$ cat src/rtl/shift4_feeder.sv
// ============================================================================
// Module   : shift4_feeder
// Brief    : Feeds buffered parallel words into a 4-bit load/shift register,
//            one load cycle followed by SIZE shift-enable cycles per word.
// Revision : 1.0  initial release
// ============================================================================
`timescale 1ns/1ps
`default_nettype none

module shift4_feeder #(
  parameter int SIZE  = 4,
  parameter int DEPTH = 2
) (
  input  logic            clk,
  input  logic            areset,
  input  logic            in_valid,
  input  logic [SIZE-1:0] in_data,
  output logic            in_ready,
  input  logic            hold,
  output logic            load,
  output logic            ena,
  output logic [SIZE-1:0] data,
  output logic            busy,
  output logic            word_done
);

  localparam int c_PTR_W = $clog2(DEPTH);
  localparam int c_CNT_W = $clog2(SIZE + 1);

  typedef enum logic [1:0] {
    ST_IDLE  = 2'd0,
    ST_LOAD  = 2'd1,
    ST_SHIFT = 2'd2
  } state_t;

  state_t               r_state;
  logic [c_CNT_W-1:0]   r_cnt;
  logic [SIZE-1:0]      r_mem [DEPTH];
  logic [c_PTR_W:0]     r_wr_ptr;
  logic [c_PTR_W:0]     r_rd_ptr;

  logic w_empty;
  logic w_full;
  logic w_push;
  logic w_pop;
  logic w_last;

  // Extra MSB on each pointer distinguishes full from empty when indices match.
  assign w_empty = (r_wr_ptr == r_rd_ptr);
  assign w_full  = (r_wr_ptr[c_PTR_W] != r_rd_ptr[c_PTR_W]) &&
                   (r_wr_ptr[c_PTR_W-1:0] == r_rd_ptr[c_PTR_W-1:0]);
  assign w_push  = in_valid && !w_full;
  assign w_pop   = (r_state == ST_LOAD);
  assign w_last  = (r_cnt == c_CNT_W'(1));

  always_ff @(posedge clk) begin
    if (w_push) begin
      r_mem[r_wr_ptr[c_PTR_W-1:0]] <= in_data;
    end
  end

  always_ff @(posedge clk or posedge areset) begin
    if (areset) begin
      r_wr_ptr <= '0;
      r_rd_ptr <= '0;
    end else begin
      if (w_push) begin
        r_wr_ptr <= r_wr_ptr + 1'b1;
      end
      if (w_pop) begin
        r_rd_ptr <= r_rd_ptr + 1'b1;
      end
    end
  end

  always_ff @(posedge clk or posedge areset) begin
    if (areset) begin
      r_state <= ST_IDLE;
      r_cnt   <= '0;
    end else begin
      case (r_state)
        ST_IDLE: begin
          if (!w_empty) begin
            r_state <= ST_LOAD;
          end
        end
        ST_LOAD: begin
          r_cnt   <= c_CNT_W'(SIZE);
          r_state <= ST_SHIFT;
        end
        ST_SHIFT: begin
          if (!hold) begin
            r_cnt <= r_cnt - c_CNT_W'(1);
            if (w_last) begin
              r_state <= w_empty ? ST_IDLE : ST_LOAD;
            end
          end
        end
        default: begin
          r_state <= ST_IDLE;
          r_cnt   <= '0;
        end
      endcase
    end
  end

  // Outputs decode straight from state so an async reset clears them at once.
  assign in_ready  = !w_full;
  assign load      = (r_state == ST_LOAD);
  assign ena       = (r_state == ST_SHIFT) && !hold;
  assign word_done = ena && w_last;
  assign data      = load ? r_mem[r_rd_ptr[c_PTR_W-1:0]] : '0;
  assign busy      = (r_state != ST_IDLE) || !w_empty;

endmodule

`default_nettype wire

$ cat config.mk
export PLATFORM = sky130hd
export DESIGN_NAME = shift4_feeder
export DESIGN_NICKNAME = d
export VERILOG_FILES = /design/src/rtl/shift4_feeder.sv
export SDC_FILE = /design/constraint.sdc
export NUM_CORES = 1
export LEC_CHECK = 0
export BUFFER_PORTS_ARGS = -buffer_cell sky130_fd_sc_hd__buf_2
export CAP_MARGIN = 20
export CORE_MARGIN = 2
export CORE_UTILIZATION = 50
export CTS_BUF_LIST = sky130_fd_sc_hd__clkbuf_16
export CTS_CLUSTER_DIAMETER = 40
export CTS_CLUSTER_SIZE = 10
export DETAILED_ROUTE_END_ITERATION = 8
export HOLD_SLACK_MARGIN = 0.08
export PLACE_DENSITY = 0.73
export SYNTH_ARGS = -nofsm -noshare
export SYNTH_HDL_FRONTEND = slang
export SYNTH_SLANG_ARGS = --single-unit
$ cat constraint.sdc
create_clock -name clk -period 1.8 [get_ports clk]
set_input_delay 0.36 -clock clk [delete_from_list [all_inputs] [get_ports clk]]
set_output_delay 0.36 -clock clk [all_outputs]
set_load 0.02 [all_outputs]
==> metrics.txt <==
Hold Path Stages 1; final net count 109; num rows 15; first-pass GRT wire length between 2 and 2.5 mm; Final min period 1.77 ns; Fin. Hold Viols 0; post-synthesis cell area 892 um^2; IO buf count 16; drt via density 4.79; Inst Count DP 113; clk buf depth 2; drt pass-1 iters 3; Critical Path End Type primary output; Critical Path RT 1.44 ns; fin crit share 98.5%; reg2reg setup slack about 0.19 ns; RSZ-0062 raised after global routing true; core area 1710 um^2; origin of the critical flop-to-flop path r_state[0]; DP HPWL between 1 and 1.5 mm; WL final ~1.4 mm; Crit. Startpoint r_state[0]; Area Overhead vs Synth 25.5%; Finished Core Util 65.6%; Power Total about 2200 uW; Final Non-Filler Cells about 120; Seq/Total Area, Yosys 52.2%; clock sinks 17; peak fanout along the critical path 4; worst flop-to-flop path endpoint r_cnt[2]; Setup crit start kind flop; Setup violations, final 0; Max IR drop VDD 1450 uV; clock latency on the worst-skew pair 0.24 ns; CTS tree yes; Clock Tree Root clkbuf_16; synthesized net count 86; Slew Viols, Final 0; ant diodes 0; Overall Global Routing Usage 16.4%; floorplan die height 46.2 um; chip width between 40 and 50 um; cell count after synthesis 71; Yosys warnings 0; Iteration-0 DRC Markers 5; initial antenna violation count 0; share of post-route cells with drive strength above 1 37.6%; CTS clk-pin slew, worst paths roughly 0.05 ns; depth of the CTS H-tree 1; r2r worst-path depth 6; Slew headroom 75.7%; vias around 570; #FFs+latches synth 17; Worst-Margin Slew 0.364 ns; Synth area leader edfxtp_1; HP Class input pin to flop; # Max-Cap Violations 0; post-detailed-route count of antenna-violating nets 0; I/O Pins 17; Crit Path Category flop to primary output; top cells by area, synth edfxtp_1 (27%), dfrtp_1 (25%), ha_1 (9.8%); synth unique cells 27; vias in the first global route 505; leakage 0.000504 uW; Initial Utilization roughly 52%; die footprint 2140 um^2; outcome finished clean; P per Cell Area 2000 nW/um^2; share of the synthesized area in the top cell type roughly 27%; CTS buffer count 3; end of the worst hold path r_mem[0][2]; worst hold start in_data[2]; GR Overflow Total 0; Worst Skew 0.000913 ns; placer congestion estimate 0.675; WP data arrival 1.41 ns; WL/cell approximately 12 um; achievable frequency 0.564 GHz; Avg Synthesized Cell Area 12.6 um^2; DR DRC count 0; largest net degree at the start of global routing 11
## through the flow
step | setup TNS, ns | hold slack (ns) | area, um^2 | setup WS [ns]
floorplan | 0 | 0.188 | 895 | 0.0573
global placement | 0 | 0.328 | 1010 | 0.290
detailed placement | 0 | 0.335 | 1010 | 0.229
CTS | 0 | 0.303 | 1100 | 0.00223
global route | -0.0500 | 0.301 | 1120 | -0.0500
finish | 0 | 0.306 | 1120 | 0.0279
## power breakdown
group          internal [uW]  total [uW]  switching [uW]
logic                    520        1120             600
clock network            296         428             132
registers                577         686             109
total                   1390        2230             841
## worst max-delay path, stage by stage, from the launching register on
cell and delay, ns:
dfrtp_1 0.45, inv_2 0.08, ha_2 0.21, nor2b_2 0.15, nor2b_2 0.14, buf_4 0.15
## placed cells by master, fill, tap and decap left out, drive strengths merged
cell type and instances:
dfrtp 9, nor2 2, a22oi 1, edfxtp 8
a21oi 2, a21o 1, and3 2, nand2b 2
ha 7, or3 2, dlygate4sd3 1, nand3 1
mux2i 4, a22o 1, mux2 2, nor2b 6
clkbuf 3, o21ai 3, xor2 2, inv 5
nand2 5, clkinv 1, buf 18, a211oi 1
xnor2 4
## state kept, by name, indices dropped and copies added, names as in the netlist
register and cells:
r_state 2, r_mem 8, r_wr_ptr 2, r_rd_ptr 2, r_cnt 3
## how the worst max path moves through the flow
stage	end	slack, ns	depth (start not counted)
floorplan	word_done	0.06	4
global placement	r_cnt[2]	0.29	6
detailed placement	r_cnt[2]	0.23	6
CTS	word_done	0.002	5
global route	word_done	-0.05	5
finish	word_done	0.03	5
## final cells by class
| class | instances | area (um^2) |
|---|---|---|
| Multi-Input combinational cell | 48 | 417 |
| Tap cell | 25 | 31.3 |
| Clock inverter | 1 | 5.00 |
| Timing Repair Buffer | 19 | 108 |
| Clock buffer | 3 | 75.1 |
| Sequential cell | 17 | 465 |
| Fill cell | 141 | 588 |
| Inverter | 5 | 18.8 |
## timing repair
action,in CTS,in global routing
setup buffers,0,0
resized for setup,2,4
endpoints found under the setup margin,5,5
hold buffers,1,0
endpoints found under the hold margin,9,0
## logic make-up (layout without fill, tap and decap cells)
family	after synthesis	count (layout)	share of synthesized area, %
fa+ha+maj	7	7	9.82
mux	6	6	7.43
simple gates	20	20	13.6
compound gates	9	9	6.87
flops	17	17	52.2
buf+inv	6	28	3.37
xor+xnor	6	6	6.73
## per-layer routing
metal	GRT usage, %	share of wire (%)	up-vias
li1	-	-	286
met1	22.3	46	268
met2	25.3	50	11
met3	5.88	3.3	0
met4	3.43	0	0
met5	0	0	-
## cell usage after synthesis
cell type and n:
or3_1 2, xnor2_2 1, buf_6 1, nand3_2 1, mux2_4 1, a21oi_1 2
and3_4 1, edfxtp_1 8, nand2b_2 1, inv_1 5, a22oi_2 1, and3_1 1
mux2_2 1, xnor2_1 3, nand2b_1 1, a211oi_1 1, a22o_1 1, mux2i_1 4
nand2_2 1, nor2_1 2, a21o_1 1, nor2b_1 6, dfrtp_1 9, xor2_1 2
nand2_1 4, o21ai_0 3, ha_1 7
(Power assumes the default switching activity.)
